## src/rtl/coffee_dispense_ctrl_if.sv

```systemverilog
// rtl/coffee_dispense_ctrl_if.sv - request, sensor, actuator and status bundle for coffee_dispense_ctrl
//
// Purpose: groups every non-clock/reset signal of coffee_dispense_ctrl.
// Signals:
//   dispense     request pulse from the coin-summing FSM (master -> slave)
//   cup_present  cup sensor, 1 = cup in place          (master -> slave)
//   cup_drop, heater_on, valve_open  actuator enables  (slave -> master)
//   served       one-cycle pulse on the final DONE cycle
//   busy         high whenever the serve FSM is not IDLE
//   credits      buffered requests not yet started
//   overflow     one-cycle pulse when a request is dropped
//   LED_Green    ready LED, LED_Yellow busy LED
// Modports: master (request source / status sink), slave (the controller).

interface coffee_dispense_ctrl_if;
    logic       dispense;
    logic       cup_present;
    logic       cup_drop;
    logic       heater_on;
    logic       valve_open;
    logic       served;
    logic       busy;
    logic [1:0] credits;
    logic       overflow;
    logic       LED_Green;
    logic       LED_Yellow;

    modport master (
        output dispense, cup_present,
        input  cup_drop, heater_on, valve_open, served, busy, credits,
               overflow, LED_Green, LED_Yellow
    );

    modport slave (
        input  dispense, cup_present,
        output cup_drop, heater_on, valve_open, served, busy, credits,
               overflow, LED_Green, LED_Yellow
    );
endinterface

```

## src/rtl/coffee_dispense_ctrl.sv

```systemverilog
// rtl/coffee_dispense_ctrl.sv - timed coffee serve sequencer with buffered request credits
//
// Purpose: consumes dispense pulses and runs CUP -> BREW -> POUR -> DONE with
// fixed-length phases; requests arriving mid-serve are stored as credits and
// served back-to-back.
// Ports:
//   i_clk  clock, all logic on posedge
//   i_rst  synchronous active-high reset
//   bus    coffee_dispense_ctrl_if.slave (see interface file for signals)
// Optional feature macro: COFFEE_CUP_SENSE_EN adds a WAIT_CUP state after CUP
// and aborts BREW/POUR into DONE when the cup is removed.

module coffee_dispense_ctrl #(
    parameter int CUP_CYCLES  = 4,
    parameter int BREW_CYCLES = 16,
    parameter int POUR_CYCLES = 8,
    parameter int DONE_CYCLES = 4,
    parameter int MAX_CREDITS = 3
) (
    input  logic                        i_clk,
    input  logic                        i_rst,
    coffee_dispense_ctrl_if.slave       bus
);

    localparam logic [7:0] L_CUP_LAST  = 8'(CUP_CYCLES - 1);
    localparam logic [7:0] L_BREW_LAST = 8'(BREW_CYCLES - 1);
    localparam logic [7:0] L_POUR_LAST = 8'(POUR_CYCLES - 1);
    localparam logic [7:0] L_DONE_LAST = 8'(DONE_CYCLES - 1);
    localparam logic [1:0] L_MAX_CRED  = 2'(MAX_CREDITS);

    typedef enum logic [2:0] {
        S_IDLE,
        S_CUP,
`ifdef COFFEE_CUP_SENSE_EN
        S_WAIT_CUP,
`endif
        S_BREW,
        S_POUR,
        S_DONE
    } state_t;

    state_t     r_state;
    logic [7:0] r_cnt;
    logic [1:0] r_credits;
    logic       r_cup_drop;
    logic       r_heater_on;
    logic       r_valve_open;
    logic       r_served;
    logic       r_busy;
    logic       r_overflow;
    logic       r_led_green;

    state_t     w_state_nxt;
    logic [7:0] w_cnt_nxt;
    logic [1:0] w_credits_nxt;
    logic       w_phase_last;
    logic       w_req_busy;
    logic       w_take;
    logic       w_overflow;

`ifndef COFFEE_CUP_SENSE_EN
    logic w_unused_cup_present;
    assign w_unused_cup_present = bus.cup_present;
`endif

    // A dispense seen while a serve is running is a credit request; one seen
    // in IDLE starts the serve directly.
    assign w_req_busy = bus.dispense && (r_state != S_IDLE);

    always_comb begin
        w_state_nxt  = r_state;
        w_phase_last = 1'b0;
        w_take       = 1'b0;
        unique case (r_state)
            S_IDLE: begin
                if (bus.dispense || (r_credits != 2'd0)) begin
                    w_state_nxt = S_CUP;
                end
                w_take = !bus.dispense && (r_credits != 2'd0);
            end
            S_CUP: begin
                w_phase_last = (r_cnt == L_CUP_LAST);
                if (w_phase_last) begin
`ifdef COFFEE_CUP_SENSE_EN
                    w_state_nxt = S_WAIT_CUP;
`else
                    w_state_nxt = S_BREW;
`endif
                end
            end
`ifdef COFFEE_CUP_SENSE_EN
            S_WAIT_CUP: begin
                if (bus.cup_present) begin
                    w_state_nxt = S_BREW;
                end
            end
`endif
            S_BREW: begin
                w_phase_last = (r_cnt == L_BREW_LAST);
`ifdef COFFEE_CUP_SENSE_EN
                if (!bus.cup_present) begin
                    w_state_nxt = S_DONE;
                end else
`endif
                if (w_phase_last) begin
                    w_state_nxt = S_POUR;
                end
            end
            S_POUR: begin
                w_phase_last = (r_cnt == L_POUR_LAST);
`ifdef COFFEE_CUP_SENSE_EN
                if (!bus.cup_present) begin
                    w_state_nxt = S_DONE;
                end else
`endif
                if (w_phase_last) begin
                    w_state_nxt = S_DONE;
                end
            end
            S_DONE: begin
                w_phase_last = (r_cnt == L_DONE_LAST);
                if (w_phase_last) begin
                    // A request arriving on this very cycle counts as a
                    // pending credit, so the next serve chains directly.
                    w_take      = (r_credits != 2'd0) || w_req_busy;
                    w_state_nxt = w_take ? S_CUP : S_IDLE;
                end
            end
            default: w_state_nxt = S_IDLE;
        endcase
    end

    // Credit bookkeeping: a simultaneous add and take cancel out, which is
    // also why a full buffer never overflows on a chaining cycle.
    always_comb begin
        w_credits_nxt = r_credits;
        w_overflow    = 1'b0;
        if (w_take && !w_req_busy) begin
            w_credits_nxt = r_credits - 2'd1;
        end else if (w_req_busy && !w_take) begin
            if (r_credits != L_MAX_CRED) begin
                w_credits_nxt = r_credits + 2'd1;
            end else begin
                w_overflow = 1'b1;
            end
        end
    end

    // Counter restarts whenever the state changes; no state re-enters itself.
    assign w_cnt_nxt = (w_state_nxt != r_state) ? 8'd0 : r_cnt + 8'd1;

    always_ff @(posedge i_clk) begin
        if (i_rst) begin
            r_state      <= S_IDLE;
            r_cnt        <= 8'd0;
            r_credits    <= 2'd0;
            r_cup_drop   <= 1'b0;
            r_heater_on  <= 1'b0;
            r_valve_open <= 1'b0;
            r_served     <= 1'b0;
            r_busy       <= 1'b0;
            r_overflow   <= 1'b0;
            r_led_green  <= 1'b1;
        end else begin
            r_state      <= w_state_nxt;
            r_cnt        <= w_cnt_nxt;
            r_credits    <= w_credits_nxt;
            // Outputs are decoded from the next state so they line up with
            // the state they describe while staying registered.
            r_cup_drop   <= (w_state_nxt == S_CUP);
            r_heater_on  <= (w_state_nxt == S_BREW);
            r_valve_open <= (w_state_nxt == S_POUR);
            r_served     <= (w_state_nxt == S_DONE) && (w_cnt_nxt == L_DONE_LAST);
            r_busy       <= (w_state_nxt != S_IDLE);
            r_overflow   <= w_overflow;
            r_led_green  <= (w_state_nxt == S_IDLE) && (w_credits_nxt == 2'd0);
        end
    end

    assign bus.cup_drop   = r_cup_drop;
    assign bus.heater_on  = r_heater_on;
    assign bus.valve_open = r_valve_open;
    assign bus.served     = r_served;
    assign bus.busy       = r_busy;
    assign bus.credits    = r_credits;
    assign bus.overflow   = r_overflow;
    assign bus.LED_Green  = r_led_green;
    assign bus.LED_Yellow = r_busy;

endmodule

```

## src/flat_wrapper.sv

```systemverilog
// flat-port wrapper written by rule: the top's interface ports become plain ports
module coffee_dispense_ctrl_flat 
#(
    parameter int CUP_CYCLES  = 4,
    parameter int BREW_CYCLES = 16,
    parameter int POUR_CYCLES = 8,
    parameter int DONE_CYCLES = 4,
    parameter int MAX_CREDITS = 3
)
  (i_clk, i_rst, bus_dispense, bus_cup_present, bus_cup_drop, bus_heater_on, bus_valve_open, bus_served, bus_busy, bus_credits, bus_overflow, bus_LED_Green, bus_LED_Yellow);
  coffee_dispense_ctrl_if bus_i ();
  input  logic i_clk;
  input  logic i_rst;
  input wire logic [$bits(bus_i.dispense)-1:0] bus_dispense;
  input wire logic [$bits(bus_i.cup_present)-1:0] bus_cup_present;
  output wire logic [$bits(bus_i.cup_drop)-1:0] bus_cup_drop;
  output wire logic [$bits(bus_i.heater_on)-1:0] bus_heater_on;
  output wire logic [$bits(bus_i.valve_open)-1:0] bus_valve_open;
  output wire logic [$bits(bus_i.served)-1:0] bus_served;
  output wire logic [$bits(bus_i.busy)-1:0] bus_busy;
  output wire logic [$bits(bus_i.credits)-1:0] bus_credits;
  output wire logic [$bits(bus_i.overflow)-1:0] bus_overflow;
  output wire logic [$bits(bus_i.LED_Green)-1:0] bus_LED_Green;
  output wire logic [$bits(bus_i.LED_Yellow)-1:0] bus_LED_Yellow;
  assign bus_i.dispense = bus_dispense;
  assign bus_i.cup_present = bus_cup_present;
  assign bus_cup_drop = bus_i.cup_drop;
  assign bus_heater_on = bus_i.heater_on;
  assign bus_valve_open = bus_i.valve_open;
  assign bus_served = bus_i.served;
  assign bus_busy = bus_i.busy;
  assign bus_credits = bus_i.credits;
  assign bus_overflow = bus_i.overflow;
  assign bus_LED_Green = bus_i.LED_Green;
  assign bus_LED_Yellow = bus_i.LED_Yellow;
  coffee_dispense_ctrl #(.CUP_CYCLES(CUP_CYCLES), .BREW_CYCLES(BREW_CYCLES), .POUR_CYCLES(POUR_CYCLES), .DONE_CYCLES(DONE_CYCLES), .MAX_CREDITS(MAX_CREDITS)) u_core (.i_clk(i_clk), .i_rst(i_rst), .bus(bus_i));
endmodule
```

## config.mk

```make
export PLATFORM = sky130hd
export DESIGN_NAME = coffee_dispense_ctrl_flat
export DESIGN_NICKNAME = d
export VERILOG_FILES = /design/src/rtl/coffee_dispense_ctrl_if.sv /design/src/rtl/coffee_dispense_ctrl.sv /design/src/flat_wrapper.sv
export SDC_FILE = /design/constraint.sdc
export NUM_CORES = 1
export LEC_CHECK = 0
export ABC_AREA = 1
export CAP_MARGIN = 20
export CORE_MARGIN = 2
export CORE_UTILIZATION = 32
export CTS_BUF_LIST = sky130_fd_sc_hd__clkbuf_8
export CTS_CLUSTER_SIZE = 30
export DETAILED_ROUTE_END_ITERATION = 8
export HOLD_SLACK_MARGIN = 0.1
export PLACE_DENSITY = 0.61
export SYNTH_ARGS = -nofsm -noshare
export SYNTH_HDL_FRONTEND = slang
export SYNTH_SLANG_ARGS = --single-unit
export TNS_END_PERCENT = 5
```

## constraint.sdc

```tcl
create_clock -name i_clk -period 1.7 [get_ports i_clk]
set_input_delay 0.255 -clock i_clk [delete_from_list [all_inputs] [get_ports i_clk]]
set_output_delay 0.255 -clock i_clk [all_outputs]
set_load 0.005 [all_outputs]
```

==> out/results.txt, run 1 <==
Largest stage delay, worst path: 0.39 ns
P_sw: 0.365 mW
Vias post-DR: 959
Sequential share of power: 0.435
Slowest stage cell, crit path: dfxtp_1
Period minus WS final: 1.58 ns
Relative slew margins: 0.833
Met3 wire length: 57 um
Most common cell in the netlist: nand2_1
# Max-Cap Violations: 0
WHS Endpoint: u_core.r_cnt[0]$_SDFF_PP0_
Share of layout cells above drive strength 1: 0.160
DR DRC count: 0
CP Capture Type: flip-flop
Worst-margin pin slew: 0.248 ns
Mapped cell area: 1070 um2
Sequential area share after synthesis: 0.373
Clk pwr share: 0.298
CP max FO: 4
Drt total wl: 2220 um
DP Wirelength: 1750 um
Num rows: 21
Core Region: 3280 um2
CTS tree: yes
CTS Sinks: 20
Die ar.: 3830 um2
Final std cells w/o fill: 215
Initial antenna violation count: 0
TritonCTS Buffers: 3
CTS Hold Buffers Added: 0
Crit start category: flip-flop
Vias in the first global route: 890
Net count, final: 179
Arr. time, crit path: 1.78 ns
Power per Cell Area: 920 nW/um2
Critical R2R Launch: u_core.bus.credits[1]$_SDFF_PP0_
CP Class: reg2reg
Sw Share: 0.296
Reg2reg path depth: 10
CP most frequent cell: inv_1
Synth cell types: 27
Slew Limit Fails: 0
Met1 WL: 1050 um
Type of the most critical hold path: reg2reg
Initial Util: 0.326
Req. time, crit path: 1.90 ns
Post-synthesis net count: 161
Routability Congestion: 0.840
Area grow syn2layout: 24.7%
Drt pass-1 iters: 4
DRT iter0 DRCs: 25
Post-synth ARST share: 0
Ys Warns: 0
Biggest area consumer among synthesized cells: dfxtp_1
Gr ovfl total: 0
Max IR drop VDD: 0.000418 V
Comb power frac: 0.267
Die X: 61.9 um
Final Hold Vio Count: 0
CTS-repair resized insts: 0
Top Layer Used: met4
Max clock buf depth: 2
Dpl cells: 211
WL met2: 1050 um
H-tree depth: 1
Worst-path clk slew: 0.07 ns
RSZ-0062 raised after global routing: false
Total GRT Usage: 0.128
Antenna diodes: 0
Largest net degree at the start of global routing: 12
Clock latency on the worst-skew pair: 0.26 ns
Port-buffer cells: 12
Fmax: 632 MHz
Hold path depth: 3
Hold Path Origin: u_core.r_cnt[0]$_SDFF_PP0_
Setup Fix Bufs, Post-CTS: 0
Top_reg_cell synth: dfxtp_1
Root Driver: clkbuf_8
Dpl ws: -0.0129 ns
Leading post-synthesis cells by instance count: nand2_1 (31), inv_1 (23), nor2_1 (23), dfxtp_1 (20), nand3_1 (11)
Tcrit/Tclk final: 0.931
Final setup vio count: 0
CP Cell Sequence: inv_1, ha_1, nor3_1, o21ai_0, inv_1, nand2_1, nand2_1, o21bai_1, inv_1, nor3_2
Synth top area cells: dfxtp_1 (37%), nand2_1 (11%), inv_1 (8.1%)
Via density: 4.46
Post-Syn Instances: 152
First-pass GRT wire length: 3570 um
Die Span Y: 61.9 um
Post-DRT Antenna Nets: 0
Internal: 0.866 mW
Drt wl/cell: 10.3 um
Clock skew: 0.00164 ns
Seq cells post-synth: 20
FF-to-FF End: u_core.bus.LED_Green$_SDFF_PP1_
Status: complete, no violations
Final-layout fill cell count: 350
Ports: 14
PnR worst setup slack: 0.118 ns
Leak: 0.568 nW
Post-synth EDFFs: 0
R2R setup slack: 0.12 ns
Syn_area_per_cell: 7.05 um2
Post-synth top area share: 0.373
[critical path, delay by kind of cell (launching register included)]
| kind | cells | cell delay, ns |
|---|---|---|
| AOI/OAI and AO/OA | 2 | 0.23 |
| adders and majority gates | 1 | 0.22 |
| buffers and inverters | 3 | 0.29 |
| DFF | 1 | 0.39 |
| and+or+nand+nor | 4 | 0.37 |
[flip-flops by register name, indices dropped and copies added (netlist names)]
name and cells:
u_core.bus.overflow 1, u_core.bus.heater_on 1, u_core.bus.LED_Green 1, u_core.r_cnt 8
u_core.r_state 3, u_core.bus.credits 2, u_core.bus.cup_drop 1, u_core.bus.LED_Yellow 1
u_core.bus.served 1, u_core.bus.valve_open 1
[final cells by class]
cell class / count / area, um2 / area share
Sequential cell: 20 / 403 / 0.301
Timing Repair Buffer: 15 / 143 / 0.107
Multi-Input combinational cell: 105 / 586 / 0.438
Clock buffer: 4 / 55.1 / 0.0412
Inverter: 25 / 93.8 / 0.0702
Tap cell: 46 / 57.6 / 0.0430
[power groups by stage]
stage | registers [mW] | logic (mW) | clock network, mW
finish | 0.535 | 0.328 | 0.367
floorplan | 0.544 | 0.191 | 0
global route | 0.539 | 0.365 | 0.390
detailed placement | 0.540 | 0.321 | 0
global placement | 0.538 | 0.310 | 0
CTS | 0.530 | 0.322 | 0.377
[worst max-delay path by stage]
stage,from,slack (ns),end
floorplan,u_core.bus.credits[0]$_SDFF_PP0_,0.23,u_core.bus.LED_Green$_SDFF_PP1_
global placement,bus_dispense,0.04,u_core.bus.LED_Green$_SDFF_PP1_
detailed placement,bus_dispense,-0.01,u_core.bus.LED_Green$_SDFF_PP1_
CTS,u_core.r_cnt[0]$_SDFF_PP0_,0.02,u_core.bus.served$_SDFF_PP0_
global route,u_core.bus.credits[1]$_SDFF_PP0_,0.008,u_core.bus.served$_SDFF_PP0_
finish,u_core.bus.credits[1]$_SDFF_PP0_,0.12,u_core.bus.LED_Green$_SDFF_PP1_
[placed cells by master, fill, tap and decap left out]
cell type,netlist,layout
nand3_2,2,2
o21ai_0,5,5
dfxtp_1,20,18
ha_4,0,1
nor2_4,2,2
o21bai_1,1,1
inv_2,2,2
o21ai_2,2,2
nor4_2,1,1
nor3_2,1,1
nand4_1,1,1
nor2_2,2,3
nor2_1,23,22
a21oi_1,2,1
a21oi_2,0,1
xor2_1,1,1
nor3_1,7,7
xnor2_1,1,1
nand2_1,31,31
dfxtp_2,0,2
clkdlybuf4s50_1,0,12
buf_4,1,3
nand2_2,2,2
ha_1,5,4
o21ai_1,1,1
o211ai_1,2,2
nand3_1,11,11
inv_1,23,23
nand2_4,1,1
clkbuf_8,0,4
a31oi_1,1,1
[cells by family after synthesis]
family	Yosys count	share of synthesized area
compound gates	14	0.0805
xor+xnor	2	0.0163
fa+ha+maj	5	0.0583
buf+inv	27	0.0980
flops	20	0.373
simple gates	84	0.373
[stage by stage]
stage               TNS (ns)  instance area, um2  power [mW]  utilization  hold slack (ns)
floorplan                  0                1070       0.735            -            0.339
global placement           0                1260       0.849        0.384            0.548
detailed placement   -0.0129                1260       0.861        0.384            0.559
CTS                        0                1320        1.23        0.401            0.569
global route               0                1340        1.29        0.407            0.598
finish                     0                1340        1.23        0.407            0.554
[metal layers]
| metal | track usage | up-vias |
|---|---|---|
| li1 | - | 511 |
| met1 | 0.162 | 431 |
| met2 | 0.203 | 12 |
| met3 | 0.0248 | 5 |
| met4 | 0.0760 | 0 |
| met5 | 0 | - |
Power figures use the tool's default switching activity.
==> run 2, diff against run 1 <==
REMOVE_ABC_BUFFERS = 1   (was unset)
==> out/results.txt, run 2 (synthesis gave the netlist of run 1 again) <==
Commonest non-fill, non-tap cell in the layout: nand2_1
Vias post-DR: 983
Via density: 4.51
Final setup vio count: 0
Power per Cell Area: 903 nW/um2
CTS Sinks: 20
Initial antenna violation count: 0
Post-DRT Antenna Nets: 0
Multi-input combinational cell area: 594 um2
CTS Hold Buffers Added: 0
Crit start category: flip-flop
Drt wl/cell: 10.1 um
Leak: 0.582 nW
First-pass GRT wire length: 3480 um
Total negative slack: 0 ns
Area after DPL: 1280 um2
Arr. time, crit path: 1.77 ns
Met3 wire length: 74 um
WL met2: 1020 um
Most frequent cells in the layout: nand2_1 (31), inv_1 (22), nor2_1 (22)
Core Region: 3280 um2
DP Wirelength: 1690 um
Vias in the first global route: 836
Status: complete, no violations
Num rows: 21
Type of the most critical hold path: reg2reg
Worst-margin pin slew: 0.259 ns
Largest net degree at the start of global routing: 12
Tcrit/Tclk final: 0.923
Met1 WL: 1070 um
Most flops, register: u_core.r_cnt
DR DRC count: 0
Ports: 14
Top Layer Used: met4
Period minus WS final: 1.57 ns
Root Driver: clkbuf_8
Clock latency on the worst-skew pair: 0.26 ns
Initial Util: 0.326
Die ar.: 3830 um2
RSZ-0062 raised after global routing: true
Req. time, crit path: 1.90 ns
Final-layout fill cell count: 340
Antenna diodes: 0
Max clock buf depth: 2
Worst-path clk slew: 0.07 ns
Max IR drop VDD: 0.000550 V
Largest register FFs: 8
Routability Congestion: 0.875
Relative slew margins: 0.827
Port-buffer cells: 12
Total GRT Usage: 0.122
Gr ovfl total: 0
Drt pass-1 iters: 4
H-tree depth: 1
CP max FO: 2
Die X: 61.9 um
CTS tree: yes
Net count, final: 182
Clock skew: 0.00376 ns
Slew Limit Fails: 0
PnR worst setup slack: 0.131 ns
Dpl ws: 0.00610 ns
DRT iter0 DRCs: 35
Share of layout cells above drive strength 1: 0.186
CP Class: reg2reg
# Max-Cap Violations: 0
CP Capture Type: flip-flop
Drt total wl: 2200 um
Sequential cell area: 403 um2
Design Area, Final: 1370 um2
TritonCTS Buffers: 3
Die Span Y: 61.9 um
Area grow syn2layout: 27.7%
Fmax: 637 MHz
Final Hold Vio Count: 0
## run 2: repair_timing
action                                 in CTS  in global routing
buffers inserted                            0                  1
setup endpoints to repair                   0                 10
endpoints found under the hold margin       0                  0
gates resized for setup                     0                  9
## run 2: where the power goes
| group | switching, mW | leakage [nW] | total [mW] | internal [mW] |
|---|---|---|---|---|
| Sequential | 0.0240 | 0.164 | 0.534 | 0.510 |
| Combinational | 0.177 | 0.389 | 0.341 | 0.164 |
| Clock | 0.154 | 0.0288 | 0.360 | 0.206 |
## run 2: final cells by class
| type | count | share of cell area |
|---|---|---|
| multi-input cells | 105 | 0.434 |
| flip-flops and latches | 20 | 0.294 |
| repair buffers | 18 | 0.121 |
| inverters | 25 | 0.0686 |
| well taps | 46 | 0.0420 |
| clock buffers | 4 | 0.0402 |
## run 2: path summary, 6_finish.rpt
kind | depth (start not counted) | endpoint | startpoint | slack, ns
hold reg to reg | 3 | u_core.r_cnt[1]$_SDFF_PP0_ | u_core.r_cnt[1]$_SDFF_PP0_ | 0.63
setup reg to reg | 10 | u_core.bus.served$_SDFF_PP0_ | u_core.r_cnt[0]$_SDFF_PP0_ | 0.13
setup / recovery | 10 | u_core.bus.served$_SDFF_PP0_ | u_core.r_cnt[0]$_SDFF_PP0_ | 0.13
hold / removal | 3 | u_core.r_cnt[1]$_SDFF_PP0_ | u_core.r_cnt[1]$_SDFF_PP0_ | 0.63
## run 2: per-layer routing
metal | track usage | vias to the layer above
li1 | - | 517
met1 | 0.167 | 440
met2 | 0.191 | 21
met3 | 0.0311 | 5
met4 | 0.0365 | 0
met5 | 0 | -
## run 2: worst max-delay path: stages (launching register included)
cell and delay (ns):
dfxtp_2 0.36, buf_4 0.11, nand3_1 0.12, nor2_2 0.15, nand3_1 0.10, nor2_1 0.15, xnor2_1 0.16, nand3_1 0.12
nor2_1 0.12, nand2_1 0.05, nor2_1 0.08
## run 2: through the flow
step,hold slack [ns],power [mW],util,cells
after global placement,0.608,0.866,0.389,213
after global routing,0.655,1.32,0.417,218
final,0.627,1.24,0.417,218
after CTS,0.625,1.23,0.405,217
after floorplan,0.326,0.727,-,150
after detailed placement,0.614,0.869,0.389,213
==> run 3, diff against run 2 <==
CORE_MARGIN = unset   (was 2)
GPL_TIMING_DRIVEN = 0   (was unset)
HOLD_SLACK_MARGIN = 0.06   (was 0.1)
==> out/results.txt, run 3 (synthesis gave the netlist of run 1 again) <==
Post-DRT Antenna Nets: 0
Antenna diodes: 0
Vias post-DR: 917
Type of the most critical hold path: reg2reg
CTS Sinks: 20
Most flops, register: u_core.r_cnt
WHS Endpoint: u_core.r_cnt[0]$_SDFF_PP0_
Worst-path clk slew: 0.07 ns
Routability Congestion: 0.854
Status: complete, no violations
Relative slew margins: 0.676
Drt total wl: 2060 um
Clock skew: 0.00272 ns
Worst-margin pin slew: 0.485 ns
Hold path depth: 3
Fmax: 631 MHz
Most frequent cells in the layout: nand2_1 (31), inv_1 (23), nor2_1 (23)
Final Hold Vio Count: 0
Largest net degree at the start of global routing: 13
TritonCTS Buffers: 3
CP max FO: 4
Slew Limit Fails: 0
Tcrit/Tclk final: 0.932
Clock latency on the worst-skew pair: 0.25 ns
Drt wl/cell: 9.80 um
Max IR drop VDD: 0.000500 V
Hold Path Origin: u_core.r_cnt[0]$_SDFF_PP0_
Die Span Y: 59.9 um
Vias in the first global route: 817
Die X: 59.9 um
# Max-Cap Violations: 0
Net count, final: 176
CTS tree: yes
CP Class: reg2reg
DP Wirelength: 1610 um
H-tree depth: 1
Die ar.: 3590 um2
Initial antenna violation count: 0
Largest register FFs: 8
Area grow syn2layout: 24.2%
Gr ovfl total: 0
Max clock buf depth: 2
First-pass GRT wire length: 3500 um
Critical R2R Launch: u_core.r_cnt[0]$_SDFF_PP0_
Drt pass-1 iters: 4
DR DRC count: 0
Req. time, crit path: 1.90 ns
RSZ-0062 raised after global routing: true
Total GRT Usage: 0.131
Power per Cell Area: 907 nW/um2
Period minus WS final: 1.58 ns
DRT iter0 DRCs: 24
Ports: 14
Hold Slack: 0.553 ns
Crit start category: flip-flop
Initial Util: 0.343
Total negative slack: 0 ns
Share of layout cells above drive strength 1: 0.169
Commonest non-fill, non-tap cell in the layout: nand2_1
FF-to-FF End: u_core.bus.served$_SDFF_PP0_
Final setup vio count: 0
Num rows: 20
CP Capture Type: flip-flop
Port-buffer cells: 12
Arr. time, crit path: 1.78 ns
Via density: 4.37
Root Driver: clkbuf_8
R2R setup slack: 0.12 ns
Reg2reg path depth: 11
Leak: 0.554 nW
Setup Fix Bufs, Post-CTS: 0
Core Region: 3130 um2
run 3: how the worst max path moves through the flow:
stage | slack [ns] | endpoint | cells past startpoint | start
after floorplan | 0.23 | u_core.bus.LED_Green$_SDFF_PP1_ | 10 | u_core.bus.credits[0]$_SDFF_PP0_
after global placement | -0.02 | u_core.bus.LED_Green$_SDFF_PP1_ | 6 | i_rst
after detailed placement | 0.0006 | u_core.bus.LED_Green$_SDFF_PP1_ | 6 | i_rst
after CTS | 0.005 | u_core.bus.served$_SDFF_PP0_ | 9 | u_core.r_cnt[0]$_SDFF_PP0_
after global routing | -0.04 | u_core.bus.served$_SDFF_PP0_ | 11 | u_core.r_cnt[0]$_SDFF_PP0_
final | 0.12 | u_core.bus.served$_SDFF_PP0_ | 11 | u_core.r_cnt[0]$_SDFF_PP0_
run 3: critical path: stages, from the launching register on:
cell	delay, ns
dfxtp_4	0.37
ha_4	0.15
nand3_2	0.09
o21ai_2	0.16
nand2_1	0.09
nor2_2	0.15
nand3_2	0.11
nand2_2	0.11
nand3_2	0.08
nor2_1	0.09
nand2_1	0.05
nor2_1	0.08
run 3: stage by stage:
stage / util / setup WS (ns) / total power [mW] / cell area (um2) / instances
final: 0.426 / 0.115 / 1.21 / 1330 / 210
after detailed placement: 0.395 / 0.000617 / 0.840 / 1240 / 206
after floorplan: - / 0.235 / 0.727 / 1060 / 150
after global routing: 0.426 / -0.0375 / 1.29 / 1330 / 210
after global placement: 0.395 / -0.0233 / 0.832 / 1240 / 206
after CTS: 0.413 / 0.00461 / 1.20 / 1290 / 210
run 3: what timing repair did:
action	in CTS	in global routing
endpoints found under the setup margin	0	12
hold buffers	0	0
gates resized for setup	0	12
run 3: power by group:
group	leakage (nW)	switching (mW)	internal (mW)	total [mW]
Combinational	0.360	0.172	0.137	0.309
Sequential	0.165	0.0280	0.513	0.541
Clock	0.0288	0.152	0.206	0.358
run 3: cell type report:
type / count / area [um2]
Fill cell: 334 / 1800
Clock buffer: 4 / 55.1
Timing Repair Buffer: 12 / 120
Tap cell: 44 / 55.1
Multi-Input combinational cell: 105 / 599
Sequential cell: 20 / 408
Inverter: 25 / 93.8
run 3: per-layer routing:
| layer | track usage | share of wire |
|---|---|---|
| met4 | 0.0797 | 0.013 |
| met3 | 0.0195 | 0.018 |
| met2 | 0.192 | 0.46 |
| met5 | 0 | 0 |
| met1 | 0.181 | 0.51 |
